$ cat src/rtl/pic_pc_pkg.sv
// Shared constants and the PC-source encoding for the PIC16-class program counter.
package pic_pc_pkg;

  localparam int PIC_LATH_WIDTH   = 5;
  localparam int PIC_LIT_WIDTH    = 11;
  localparam int PIC_STACK_DEPTH  = 8;
  localparam int PIC_RESET_VECTOR = 0;

  // Winning PC source for a cycle, listed from lowest to highest priority.
  typedef enum logic [2:0] {
    PC_SRC_HOLD,
    PC_SRC_INCR,
    PC_SRC_RET,
    PC_SRC_GOTO,
    PC_SRC_CALL,
    PC_SRC_PCL
  } pc_src_e;

endpackage

$ cat src/rtl/hw_return_stack.sv
// Circular LIFO for return addresses; oldest entries are silently overwritten.
// Optional occupancy/overflow/underflow status under `PC_STACK_STATUS_EN`.
module hw_return_stack #(
  parameter int DATA_WIDTH = 13,
  parameter int DEPTH      = 8,
  localparam int PTR_W     = $clog2(DEPTH)
) (
  input  logic                  clk,
  input  logic                  rst,
  input  logic                  push,
  input  logic                  pop,
  input  logic [DATA_WIDTH-1:0] push_data,
  output logic [DATA_WIDTH-1:0] top_data,
  output logic [PTR_W-1:0]      ptr
`ifdef PC_STACK_STATUS_EN
  ,
  output logic [PTR_W:0]        stack_level,
  output logic                  stack_ovf,
  output logic                  stack_unf
`endif
);

  logic [DATA_WIDTH-1:0] r_mem [DEPTH];
  logic [PTR_W-1:0]      r_ptr;
  logic [PTR_W-1:0]      w_ptr_dec;

  // Power-of-two depth lets the pointer wrap by plain overflow.
  assign w_ptr_dec = r_ptr - PTR_W'(1);
  assign top_data  = r_mem[w_ptr_dec];
  assign ptr       = r_ptr;

  always_ff @(posedge clk) begin
    if (rst) begin
      r_ptr <= '0;
      for (int i = 0; i < DEPTH; i++) r_mem[i] <= '0;
    end else if (push) begin
      r_mem[r_ptr] <= push_data;
      r_ptr        <= r_ptr + PTR_W'(1);
    end else if (pop) begin
      r_ptr <= w_ptr_dec;
    end
  end

`ifdef PC_STACK_STATUS_EN
  localparam logic [PTR_W:0] FULL_LEVEL = (PTR_W+1)'(DEPTH);

  logic [PTR_W:0] r_level;
  logic           r_ovf;
  logic           r_unf;

  // Level saturates at both ends; the flags record that saturation was hit.
  always_ff @(posedge clk) begin
    if (rst) begin
      r_level <= '0;
      r_ovf   <= 1'b0;
      r_unf   <= 1'b0;
    end else if (push) begin
      if (r_level == FULL_LEVEL) r_ovf <= 1'b1;
      else                       r_level <= r_level + (PTR_W+1)'(1);
    end else if (pop) begin
      if (r_level == '0) r_unf <= 1'b1;
      else               r_level <= r_level - (PTR_W+1)'(1);
    end
  end

  assign stack_level = r_level;
  assign stack_ovf   = r_ovf;
  assign stack_unf   = r_unf;
`endif

endmodule

$ cat src/rtl/pc_call_stack_unit.sv
// PIC16-class program counter with PCLATH and hardware return stack.
// Define PC_STACK_STATUS_EN to add stack_level/stack_ovf/stack_unf outputs.
module pc_call_stack_unit
  import pic_pc_pkg::*;
#(
  parameter int LATH_WIDTH  = PIC_LATH_WIDTH,
  parameter int LIT_WIDTH   = PIC_LIT_WIDTH,
  parameter int STACK_DEPTH = PIC_STACK_DEPTH,
  localparam int PC_WIDTH   = 8 + LATH_WIDTH
) (
  input  logic                  clk,
  input  logic                  rst,
  input  logic                  incr_pc_en,
  input  logic                  pcl_wr_en,
  input  logic [7:0]            pcl_in,
  input  logic                  pclath_wr_en,
  input  logic [LATH_WIDTH-1:0] pclath_in,
  input  logic                  goto_en,
  input  logic                  call_en,
  input  logic                  ret_en,
  input  logic [LIT_WIDTH-1:0]  lit_in,
  output logic [PC_WIDTH-1:0]   pc_out,
  output logic [LATH_WIDTH-1:0] pclath_out,
  output logic [7:0]            pcl_out
`ifdef PC_STACK_STATUS_EN
  ,
  output logic [$clog2(STACK_DEPTH):0] stack_level,
  output logic                         stack_ovf,
  output logic                         stack_unf
`endif
);

  localparam int PTR_W = $clog2(STACK_DEPTH);

  logic [PC_WIDTH-1:0]   r_pc;
  logic [LATH_WIDTH-1:0] r_pclath;

  pc_src_e               w_pc_src;
  logic [PC_WIDTH-1:0]   w_pc_plus1;
  logic [PC_WIDTH-1:0]   w_target;
  logic [PC_WIDTH-1:0]   w_pcl_jump;
  logic [PC_WIDTH-1:0]   w_top_data;
  logic [PC_WIDTH-1:0]   w_pc_next;
  logic [PTR_W-1:0]      w_sp;
  logic                  w_push;
  logic                  w_pop;

  // Page bits come from the PCLATH bits above the literal; old PCLATH is used.
  assign w_target   = {r_pclath[LATH_WIDTH-1:LIT_WIDTH-8], lit_in};
  assign w_pcl_jump = {r_pclath, pcl_in};
  assign w_pc_plus1 = r_pc + PC_WIDTH'(1);

  always_comb begin
    w_pc_src = PC_SRC_HOLD;
    if (pcl_wr_en)       w_pc_src = PC_SRC_PCL;
    else if (call_en)    w_pc_src = PC_SRC_CALL;
    else if (goto_en)    w_pc_src = PC_SRC_GOTO;
    else if (ret_en)     w_pc_src = PC_SRC_RET;
    else if (incr_pc_en) w_pc_src = PC_SRC_INCR;
  end

  // Only the winning source touches the stack, so losers have no side effects.
  assign w_push = (w_pc_src == PC_SRC_CALL);
  assign w_pop  = (w_pc_src == PC_SRC_RET);

  always_comb begin
    w_pc_next = r_pc;
    case (w_pc_src)
      PC_SRC_PCL:  w_pc_next = w_pcl_jump;
      PC_SRC_CALL: w_pc_next = w_target;
      PC_SRC_GOTO: w_pc_next = w_target;
      PC_SRC_RET:  w_pc_next = w_top_data;
      PC_SRC_INCR: w_pc_next = w_pc_plus1;
      default:     w_pc_next = r_pc;
    endcase
  end

  always_ff @(posedge clk) begin
    if (rst) begin
      r_pc     <= PC_WIDTH'(PIC_RESET_VECTOR);
      r_pclath <= '0;
    end else begin
      r_pc <= w_pc_next;
      if (pclath_wr_en) r_pclath <= pclath_in;
    end
  end

  hw_return_stack #(
    .DATA_WIDTH (PC_WIDTH),
    .DEPTH      (STACK_DEPTH)
  ) u_stack (
    .clk         (clk),
    .rst         (rst),
    .push        (w_push),
    .pop         (w_pop),
    .push_data   (w_pc_plus1),
    .top_data    (w_top_data),
    .ptr         (w_sp)
`ifdef PC_STACK_STATUS_EN
    ,
    .stack_level (stack_level),
    .stack_ovf   (stack_ovf),
    .stack_unf   (stack_unf)
`endif
  );

  assign pc_out     = r_pc;
  assign pclath_out = r_pclath;
  assign pcl_out    = r_pc[7:0];

endmodule
$ cat config.mk
export PLATFORM = sky130hd
export DESIGN_NAME = pc_call_stack_unit
export DESIGN_NICKNAME = d
export VERILOG_FILES = /design/src/rtl/pic_pc_pkg.sv /design/src/rtl/hw_return_stack.sv /design/src/rtl/pc_call_stack_unit.sv
export SDC_FILE = /design/constraint.sdc
export NUM_CORES = 1
export LEC_CHECK = 0
export ABC_AREA = 1
export CAP_MARGIN = 20
export CORE_MARGIN = 8
export CORE_UTILIZATION = 55
export DETAILED_ROUTE_END_ITERATION = 6
export DONT_BUFFER_PORTS = 1
export PLACE_DENSITY = 0.8
export SYNTH_ARGS = -nofsm -noshare
export SYNTH_HDL_FRONTEND = slang
export SYNTH_SLANG_ARGS = --single-unit
$ cat constraint.sdc
create_clock -name clk -period 3.9 [get_ports clk]
set_clock_uncertainty 0.15 [all_clocks]
set_input_delay 0.585 -clock clk [delete_from_list [all_inputs] [get_ports clk]]
set_output_delay 0.585 -clock clk [all_outputs]
set_load 0.1 [all_outputs]
==> After elaboration in Yosys (flattened, before gate mapping) <==
Memory sizes are Yosys's and may differ from the RTL's.
Cells that the tools add are included.
{ "word_totals": {"regBits": 21, "mem_bits_rw": 104, "out_inout_bits": 26, "n_memories": 1} }
{ "mem_list": {"columns": ["name", "depth", "width", "rd", "rd_clocked_by_memory_dff", "write_ports", "line", "source"], "rows": [
  ["u_stack.r_mem", 8, 13, 1, 0, 8, "hw_return_stack.sv:23", "logic [DATA_WIDTH-1:0] r_mem [DEPTH];"]
]} }
{ "op_classes": {"n_addsub": 3, "n_eq_ne": 5, "mux": 16, "reduce_logical": 4} }
{ "op_table": {"columns": ["cell", "n"], "rows": [
  ["case mux 13 bit (4 select lines)", 1],
  ["two-way mux 3 bit", 5],
  ["adder 13 x 1 -> 13 bit, second input constant", 1],
  ["two-way mux 13 bit", 1],
  ["OR reduction 13 bit", 1],
  ["two-way mux 1 bit", 7],
  ["== test 3 x 2 -> 1 bit, second input constant", 2],
  ["== test 3 bit, second input constant", 2],
  ["two-way mux 2 bit", 2],
  ["nonzero test 4 bit", 1],
  ["adder 3 x 1 -> 3 bit, second input constant", 1],
  ["== test 3 x 1 -> 1 bit, second input constant", 1],
  ["subtractor 3 x 1 -> 3 bit, second input constant", 1],
  ["nonzero test 2 bit", 1],
  ["OR reduction 2 bit", 1]
]} }

==> Depth between registers and ports, before layout <==
Gate-level depths: netlist of run 1.
{ "depth": {"word_depth": 11, "ltp_mapped": 13, "ltp_nobuf": 12} }

==> By module <==
A second synthesis of run 1 with hierarchy kept.
{ "hier_totals": {"hier_cells": 869, "area_unflattened_um2": 6861.6} }
{ "modules_own_cells": {"columns": ["mod", "instances", "cells_per_inst", "area_each_um2", "seq_area_each_um2"], "rows": [
  ["hw_return_stack", 1, 626, 5407.7, 3183.1],
  ["pc_call_stack_unit", 1, 243, 1453.9, 360.3]
]} }

==> Least setup slack after synthesis of run 1 <==
OpenSTA, ideal clock, no wires.
{ "synth_timing": {"kind": "register to register", "start": "register r_pc[1], in the netlist pc_out[1]", "end": "memory u_stack.r_mem[0][12] (data pin)", "setup_ps": 260, "arrival_time_ps": 2052, "required_time_ps": 3490, "slack_ps": 1439, "path_stages_with_launch": 7, "n_path_buf": 0, "period_less_slack_ps": 2461, "cell_sequence": "dfxtp_1 ha_1 nand3_1 inv_1 nand4_1 nand2_1 nor2_1"} }
{ "synth_rtl": {"columns": ["item", "line", "source"], "rows": [
  ["start, declared", "pc_call_stack_unit.sv:35", "logic [PC_WIDTH-1:0] r_pc;"],
  ["start signal, assigned", "pc_call_stack_unit.sv:80", "r_pc <= PC_WIDTH'(PIC_RESET_VECTOR);"],
  ["start signal, assigned", "pc_call_stack_unit.sv:83", "r_pc <= w_pc_next;"],
  ["end, declared", "hw_return_stack.sv:23", null]
]} }

==> Worst setup path after layout of run 1 <==
{ "layout_timing": {"start": "register u_stack.r_ptr[1], in the netlist u_stack.ptr[1]", "end": "register r_pc[4], in the netlist pc_out[4]"} }
{ "layout_via": {"elab_chain_len": 3} }
{ "layout_lines": {"columns": ["item", "line", "source"], "rows": [
  ["start, declared", "hw_return_stack.sv:24", "logic [PTR_W-1:0] r_ptr;"],
  ["start signal, assigned", "hw_return_stack.sv:38", "r_ptr <= r_ptr + PTR_W'(1);"],
  ["start signal, assigned", "hw_return_stack.sv:40", "r_ptr <= w_ptr_dec;"],
  ["subtractor 3 x 1 -> 3 bit", "hw_return_stack.sv:28", "assign w_ptr_dec = r_ptr - PTR_W'(1);"],
  ["memory read (8 x 13 bit)", null, null],
  ["case mux 13 bit (4 select lines)", "pc_call_stack_unit.sv:68", "case (w_pc_src)"]
]} }
Every way passes these cells.
A chain may end at the register's enable or synchronous reset.

==> results of run 1 <==
-- power by group through the flow --
stage	Combinational [mW]	Sequential, mW	Clock (mW)
finish	0.550	1.57	1.66
global route	0.579	1.58	1.72
CTS	0.537	1.57	1.66
detailed placement	0.532	1.60	0
global placement	0.526	1.59	0
floorplan	0.337	1.66	0
-- cell families after synthesis --
logic type | Yosys count
fa+ha+maj | 3
simple gates | 448
buf+inv | 85
compound gates | 55
flops | 125
xor+xnor | 5
-- final cells by class --
cell class	count	area [um2]	share of cell area [%]
clock buffer	18	439.2	6.256
clock inverter	14	177.7	2.531
inverter	45	170.2	2.424
multi-input combinational	511	2372	33.79
sequential	125	3555	50.63
tap	143	178.9	2.549
timing repair buffer	17	127.6	1.818
-- placed cells by master (no fill, tap or decap), types with 8 or more instances in the layout --
cell	instances
dfxtp_2	9
o21ai_0	21
clkbuf_16	17
inv_1	35
nand2_2	10
nand2_1	172
inv_2	8
nand4_1	15
o21ai_1	13
a21oi_1	12
buf_4	17
edfxtp_1	104
dfxtp_1	12
nor2_1	159
nand3_1	69
-- flip-flops by register name, indices dropped and copies added, names as in the netlist --
name and cells:
pc_out 13, u_stack.r_mem 104, pclath_out 5, u_stack.ptr 3
-- worst max path at each step --
stage | endpoint | slack [ns] | depth (start not counted) | from
after CTS | pc_out[11] | 1.04 | 11 | u_stack.ptr[1]
after floorplan | u_stack.r_mem[0][12] | 1.44 | 6 | pc_out[1]
after global routing | pc_out[11] | 0.78 | 11 | u_stack.ptr[1]
final | pc_out[4] | 0.90 | 10 | u_stack.ptr[1]
after detailed placement | pc_out[1] | 1.07 | 9 | u_stack.ptr[1]
after global placement | pc_out[1] | 1.18 | 9 | u_stack.ptr[1]
-- critical path, cell delays in order (launching register included) --
cell and delay (ns):
dfxtp_1 0.41, inv_1 0.09, ha_1 0.28, buf_4 0.30, clkinv_1 0.74, o21ai_0 0.35
o22ai_1 0.15, nand2_1 0.13, nand2_1 0.07, nor2_1 0.13, a21oi_1 0.08
-- per-layer routing --
layer	vias to the layer above	part of all wire, %	wire length, um	GRT usage (%)
met2	418	46	8159	37.01
li1	2367	-	-	-
met1	2539	36	6395	30.18
met5	-	0	0	0
met3	61	13	2375	7.078
met4	0	4.6	811	12.87
-- metrics by stage --
stage | hold slack (ns) | setup WS, ns | instance area, um2
floorplan | 0.3730 | 1.439 | 6320
global placement | 0.3927 | 1.176 | 6404
detailed placement | 0.4026 | 1.068 | 6404
CTS | 0.07312 | 1.042 | 7020
global route | 0.07741 | 0.7778 | 7020
finish | 0.08318 | 0.9029 | 7020
==> flow_summary.json, run 1 <==
{
  "status": "finished, violations left",
  "violations": "DRC",
  "core.rowCount": 39,
  "min_period_ns": 2.997,
  "via_per_inst": 6.168,
  "critical_path_required_ns": 4.06,
  "ant_nets": 0,
  "synth_edf_count": 104,
  "cts.sinks": 125,
  "start_util_pct": 55.82,
  "cts_setup_buffers": 0,
  "fin_cells": 873,
  "ys_ff_latch": 125,
  "place_inst": 841,
  "synth-seq-area-share_pct": 56.07,
  "post-route-period-util_pct": 76.85,
  "place_congestion": 1.011,
  "muxShareOfSynthArea_pct": 0,
  "synth_xor_area_share_pct": 1.109,
  "p_total_mw": 3.778,
  "path_class": "flip-flop to flip-flop",
  "drv_slew": 0,
  "reg2reg_depth": 10,
  "drive_gt1_share_pct": 14.11,
  "insertedDiodeCount": 0,
  "yosysMostFrequentCell": "nand2_1",
  "cts_tree": "done",
  "grt_pass1_vias": 5004,
  "rsz0062_at_grt": "false",
  "tightest_slew_ns": 1.033,
  "r2r_start": "u_stack.ptr[1]",
  "grt_pass1_wl_um": 27170,
  "worst-path-max-fanout": 29,
  "drc": 1,
  "n_fill_cell": 945,
  "r2r_slack_ns": 0.90,
  "synth_top_family_by_area": "simple AND/OR/NAND/NOR gates",
  "clock-root-buffer": "clkbuf_16",
  "synth_ff_type": "edfxtp_1",
  "numCtsBuffers": 17,
  "synthSimpleGateAreaFrac_pct": 31.18,
  "hold_path_depth": 1,
  "die_w_um": 123.2,
  "worstReg2RegEnd": "pc_out[4]",
  "combPwrFrac_pct": 14.6,
  "pwr-share-clk_pct": 43.9,
  "fp.dieH_um": 123.2,
  "clkTransAtPathRegs_ns": 0.06,
  "hpwl_um": 11880,
  "relSlewSlack_pct": 31.05,
  "p_sw_share_pct": 29.89,
  "hold_end": "u_stack.ptr[1]",
  "drv_cap": 0,
  "cts_hold_buffers": 0,
  "start_kind": "flip-flop",
  "power_frac_seq_pct": 41.6,
  "utilization_pct": 62.01,
  "hp-class": "input pin to flip-flop",
  "vias": 5385,
  "port-buffer-count": 0,
  "yosysTopAreaCell": "edfxtp_1",
  "grt.total_usage_pct": 24.06,
  "grt_max_degree": 57,
  "avgSynthCellArea_um2": 8.765,
  "synth_nets": 756,
  "routed_wl_um": 17740,
  "critPathCaptureType": "flip-flop",
  "ys_types": 36,
  "synth_top_area_share_pct": 49.42,
  "yosys.area_share.adder_pct": 0.5939,
  "routedWlPerCell_um": 20.32,
  "synthArstFlopShare_pct": 0,
  "core_um2": 11320,
  "cts_buffer_depth": 2,
  "crit_arrival_ns": 3.16,
  "p_int_mw": 2.649,
  "synth_compound_area_share_pct": 4.653,
  "yosysWarnings": 0,
  "fin_tns_setup_ns": 0,
  "dieArea_um2": 15180,
  "netlist_area_um2": 6320,
  "io_pins": 58,
  "dr.pass1.iters": 7,
  "ir_worst_vdd_uv": 453.0,
  "gr-total-overflow": 0,
  "leakage_nw": 2.799,
  "syn_inst": 721,
  "cts_resized": 0,
  "nNetsFinal": 752,
  "antenna_found_initial": 0,
  "synthTopCellsByCount": "nand2_1 (172), nor2_1 (159), edfxtp_1 (104), nand3_1 (69), inv_1 (35)",
  "synthTopCellsByArea": "edfxtp_1 (49%), nand2_1 (10%), nor2_1 (9.4%)",
  "drtIter0Drc": 857,
  "switchingPower_mw": 1.129,
  "holdCritStartpoint": "rst",
  "clkLatencyLatePin_ns": 0.42,
  "area_growth_pct": 11.09,
  "fmax_mhz": 333.7,
  "hold_violations": 0,
  "h-tree-depth": 4,
  "setup_viol": 0,
  "p_per_area_nw_per_um2": 538.2
}
Note: power is estimated with default switching activity, not from simulation.
==> run 2: changes to the inputs <==
PLACE_DENSITY = 0.83   (was 0.8)
clock period = 2.6 ns   (was 3.9 ns; I/O delays follow)
==> run 2 against run 1 <==
  * The run now ends clean
  * Critical endpoint is now pc_out[12]
  * Sequential cell count did not move
  * Via count fell by 2.3%
  * Global-route usage fell by 1.4 points
  * Sequential power rose by 47%
==> flow_summary.json, run 2 (synthesis results as in run 1) <==
{
  "port-buffer-count": 0,
  "finalWorstSetupSlack_ns": 0.3537,
  "crit_arrival_ns": 2.46,
  "cts.sinks": 125,
  "path_class": "flip-flop to flip-flop",
  "min_period_ns": 2.246,
  "routed_wl_um": 16910,
  "clkLatencyLatePin_ns": 0.42,
  "start_kind": "flip-flop",
  "critPathCaptureType": "flip-flop",
  "vias": 5259,
  "grt.total_usage_pct": 22.61,
  "p_per_area_nw_per_um2": 772.8,
  "hp-class": "input pin to flip-flop",
  "ir_worst_vdd_uv": 476.2,
  "mostFrequentLayoutCell": "nand2_1",
  "fmax_mhz": 445.2,
  "hpwl_um": 11220,
  "crit_slowest_cell": "dfxtp_1",
  "largest_reg_flops": 104,
  "fin_tns_setup_ns": 0,
  "critical_path_required_ns": 2.81,
  "critPathMaxStageDelay_ns": 0.41,
  "gr-total-overflow": 0,
  "worst-path-max-fanout": 20,
  "pre_cts_slack_ns": 0.5312,
  "via_per_inst": 5.889,
  "drtIter0Drc": 702,
  "post-route-period-util_pct": 86.40,
  "n_fill_cell": 902,
  "fin_cells": 893,
  "cts_setup_buffers": 0,
  "routedWlPerCell_um": 18.94,
  "h-tree-depth": 4,
  "core_um2": 11320,
  "drc": 0,
  "io_pins": 58,
  "regArea_um2": 3555,
  "start_util_pct": 55.82,
  "hold_violations": 0,
  "leakage_nw": 2.886,
  "numCtsBuffers": 17,
  "dieArea_um2": 15180,
  "holdCritStartpoint": "pclath_wr_en",
  "ant_nets": 0,
  "grt_pass1_wl_um": 26010,
  "critPathLaunch": "u_stack.ptr[1]",
  "r2r_start": "u_stack.ptr[1]",
  "area_growth_pct": 13.86,
  "dr.pass1.iters": 5,
  "grt_max_degree": 57,
  "utilization_pct": 63.56,
  "drv_cap": 0,
  "nNetsFinal": 772,
  "antenna_found_initial": 0,
  "setup_viol": 0,
  "clock-root-buffer": "clkbuf_16",
  "drive_gt1_share_pct": 15.47,
  "largest_register": "u_stack.r_mem",
  "cts_buffer_depth": 2,
  "mostFrequentLayoutCells": "nand2_1 (172), nor2_1 (159), edfxtp_1 (104), nand3_1 (69), inv_1 (35)",
  "crit_chain": "inv_1 -> ha_1 -> clkinv_1 -> buf_12 -> nand3_1 -> nand2_1 -> a21oi_1 -> o21ai_1 -> nand2_1 -> o21ai_1 -> inv_1",
  "tightest_slew_ns": 0.6852,
  "status": "completed",
  "insertedDiodeCount": 0,
  "fp.dieH_um": 123.2,
  "multi_input_area_um2": 2372,
  "cts_tree": "done",
  "core.rowCount": 39,
  "place_inst": 854,
  "relSlewSlack_pct": 54.21,
  "drv_slew": 0,
  "grt_pass1_vias": 5061,
  "rsz0062_at_grt": "false",
  "clkTransAtPathRegs_ns": 0.06,
  "die_w_um": 123.2,
  "place_congestion": 0.9295
}
==> run 2: changes by cell type in the layout (fill, tap and decap cells not counted) <==
cell / delta
inv_6: -2
clkinv_4: +1
clkinv_2: -1
bufinv_16: -1
dlygate4sd3_1: +7
clkinvlp_4: +2
buf_4: +11
buf_12: +2
inv_8: +1
==> run 2: worst max-delay path, delay by kind of cell (launching register included) <==
kind            cells  cell delay [ns]
fa+ha+maj           1             0.33
flops               1             0.41
buf+inv             4             0.69
compound gates      3             0.32
simple gates        3             0.29
==> run 2: path summary, 6_finish.rpt <==
kind / endpoint / slack [ns] / depth (start not counted)
worst max register to register: pc_out[12] / 0.35 / 11
worst max-delay path: pc_out[12] / 0.35 / 11
worst min-delay path: pclath_out[3] / 0.02 / 2
worst min register to register: pc_out[7] / 0.41 / 2
==> run 2: layout make-up <==
class,count,area share (%)
clock buffer,18,6.103
clock inverter,14,2.226
inverter,45,2.365
multi-input combinational,511,32.97
sequential,125,49.40
tap,143,2.487
timing repair buffer,37,4.451
==> run 2: repair_timing <==
item	CTS	global route
endpoints found under the hold margin	7	0
resized for setup	0	0
hold buffers	7	0
==> run 2: per-layer routing <==
layer | global-route usage [%] | share of wire (%) | up-vias
met3 | 4.384 | 8.9 | 54
li1 | - | - | 2416
met1 | 27.47 | 37 | 2487
met2 | 37.61 | 51 | 302
met5 | 0 | 0 | -
met4 | 11.89 | 3.6 | 0
==> run 2: through the flow <==
stage | power [mW] | instance area, um2 | hold WS (ns)
after floorplan | 2.998 | 6320 | 0.3094
after global placement | 3.173 | 6526 | 0.3123
after detailed placement | 3.193 | 6526 | 0.3157
after CTS | 5.556 | 7196 | 0.004232
after global routing | 5.704 | 7196 | 0.02734
final | 5.561 | 7196 | 0.02490
==> run 2: report_power, final <==
group	internal [mW]	total [mW]	switching (mW)
Clock	1.46	2.37	0.915
Combinational	0.195	0.878	0.683
Sequential	2.26	2.31	0.0537
==> run 3: changes to the inputs <==
CORE_UTILIZATION = 42   (was 55)
PLACE_DENSITY = 0.69   (was 0.83)
SLEW_MARGIN = 20   (was not set)
==> run 3 against run 2 <==
  * Critical path depth did not move
  * Worst setup slack better by 0.087 ns
  * Core utilization down 15 points
  * Critical endpoint is now pc_out[7]
==> flow_summary.json, run 3 (synthesis results as in run 1) <==
{
  "grt_pass1_wl_um": 26250,
  "tightest_slew_ns": 0.7253,
  "cts_buffer_depth": 2,
  "start_kind": "flip-flop",
  "start_util_pct": 42.20,
  "post-route-period-util_pct": 83.05,
  "drive_gt1_share_pct": 15.23,
  "grt.total_usage_pct": 17.45,
  "via_per_inst": 5.386,
  "h-tree-depth": 4,
  "p_per_area_nw_per_um2": 755.3,
  "core.rowCount": 45,
  "critical_path_required_ns": 2.76,
  "n_fill_cell": 1387,
  "area_growth_pct": 14.59,
  "grt_pass1_vias": 4929,
  "dr.pass1.iters": 5,
  "utilization_pct": 48.35,
  "fmax_mhz": 463.1,
  "clock-root-buffer": "clkbuf_16",
  "fp.dieH_um": 138.7,
  "vias": 5079,
  "hold_violations": 0,
  "io_pins": 58,
  "routed_wl_um": 16350,
  "die_w_um": 138.7,
  "relSlewSlack_pct": 51.53,
  "crit_arrival_ns": 2.32,
  "drc": 0,
  "rsz0062_at_grt": "false",
  "clkLatencyLatePin_ns": 0.42,
  "critPathCaptureType": "flip-flop",
  "setup_viol": 0,
  "min_period_ns": 2.159,
  "dieArea_um2": 19230,
  "hpwl_um": 10880,
  "routedWlPerCell_um": 17.33,
  "port-buffer-count": 0,
  "cts_setup_buffers": 0,
  "antenna_found_initial": 0,
  "core_um2": 14980,
  "hp-class": "input pin to flip-flop",
  "drtIter0Drc": 464,
  "largest_reg_flops": 104,
  "leakage_nw": 2.901,
  "place_congestion": 0.8625,
  "ant_nets": 0,
  "path_class": "flip-flop to flip-flop",
  "grt_max_degree": 57,
  "gr-total-overflow": 0,
  "fin_tns_setup_ns": 0,
  "mostFrequentLayoutCells": "nand2_1 (172), nor2_1 (159), edfxtp_1 (104), nand3_1 (69), inv_1 (35)",
  "mostFrequentLayoutCell": "nand2_1",
  "insertedDiodeCount": 0,
  "cts.sinks": 125,
  "worst-path-max-fanout": 26,
  "numCtsBuffers": 17,
  "status": "completed",
  "drv_cap": 0,
  "cts_tree": "done",
  "clkTransAtPathRegs_ns": 0.06,
  "drv_slew": 0,
  "largest_register": "u_stack.r_mem",
  "nNetsFinal": 777,
  "ir_worst_vdd_uv": 478.0
}
-- run 3: worst paths after layout --
path / from / cells past startpoint / slack [ns] / end
hold / removal: pcl_in[4] / 2 / 0.02 / pc_out[4]
hold reg to reg: pclath_out[4] / 2 / 0.32 / pclath_out[4]
setup / recovery: u_stack.ptr[1] / 11 / 0.44 / pc_out[7]
setup reg to reg: u_stack.ptr[1] / 11 / 0.44 / pc_out[7]
-- run 3: layout make-up --
| cell class | instances | area [um2] | share of cell area (%) |
|---|---|---|---|
| tap | 188 | 235.2 | 3.248 |
| inverter | 45 | 170.2 | 2.350 |
| clock buffer | 24 | 481.7 | 6.652 |
| multi-input combinational | 511 | 2372 | 32.76 |
| timing repair buffer | 42 | 337.8 | 4.665 |
| clock inverter | 8 | 90.09 | 1.244 |
| sequential | 125 | 3555 | 49.08 |
-- run 3: power breakdown --
part / internal (mW) / switching, mW
registers: 2.26 / 0.0499
clock network: 1.47 / 0.831
logic: 0.191 / 0.663
total: 3.93 / 1.54
-- run 3: worst max-delay path: stages (launching register included) --
cell and delay [ns]:
dfxtp_1 0.45, inv_1 0.10, ha_1 0.30, clkinv_1 0.05, buf_4 0.32, nand3_1 0.14
nand2_1 0.10, nand2_1 0.07, nand3_1 0.14, nand4_1 0.09, nor2_1 0.09, nor2_1 0.04
-- run 3: per-layer routing --
| metal | vias to the layer above | GRT usage, % | routed length [um] |
|---|---|---|---|
| li1 | 2423 | - | - |
| met1 | 2432 | 21.99 | 6956 |
| met2 | 190 | 27.32 | 7852 |
| met3 | 34 | 4.028 | 1118 |
| met4 | 0 | 9.590 | 418 |
| met5 | - | 0 | 0 |
-- run 3: metrics by stage --
| stage | worst slack, ns | hold slack, ns | total power, mW | cells | area, um2 |
|---|---|---|---|---|---|
| after floorplan | 0.1389 | 0.3094 | 2.998 | 721 | 6320 |
| final | 0.4408 | 0.02293 | 5.470 | 943 | 7242 |
| after CTS | 0.4811 | 0.01080 | 5.491 | 943 | 7242 |
| after global routing | 0.2926 | 0.01135 | 5.659 | 943 | 7242 |
| after detailed placement | 0.4968 | 0.3140 | 3.185 | 902 | 6580 |
| after global placement | 0.5195 | 0.3105 | 3.178 | 902 | 6580 |
-- run 3: repair_timing --
item                                    CTS  global route
hold buffers                              9             0
hold endpoints to repair                  8             0
endpoints found under the setup margin    0             0
gates resized for setup                   0             0
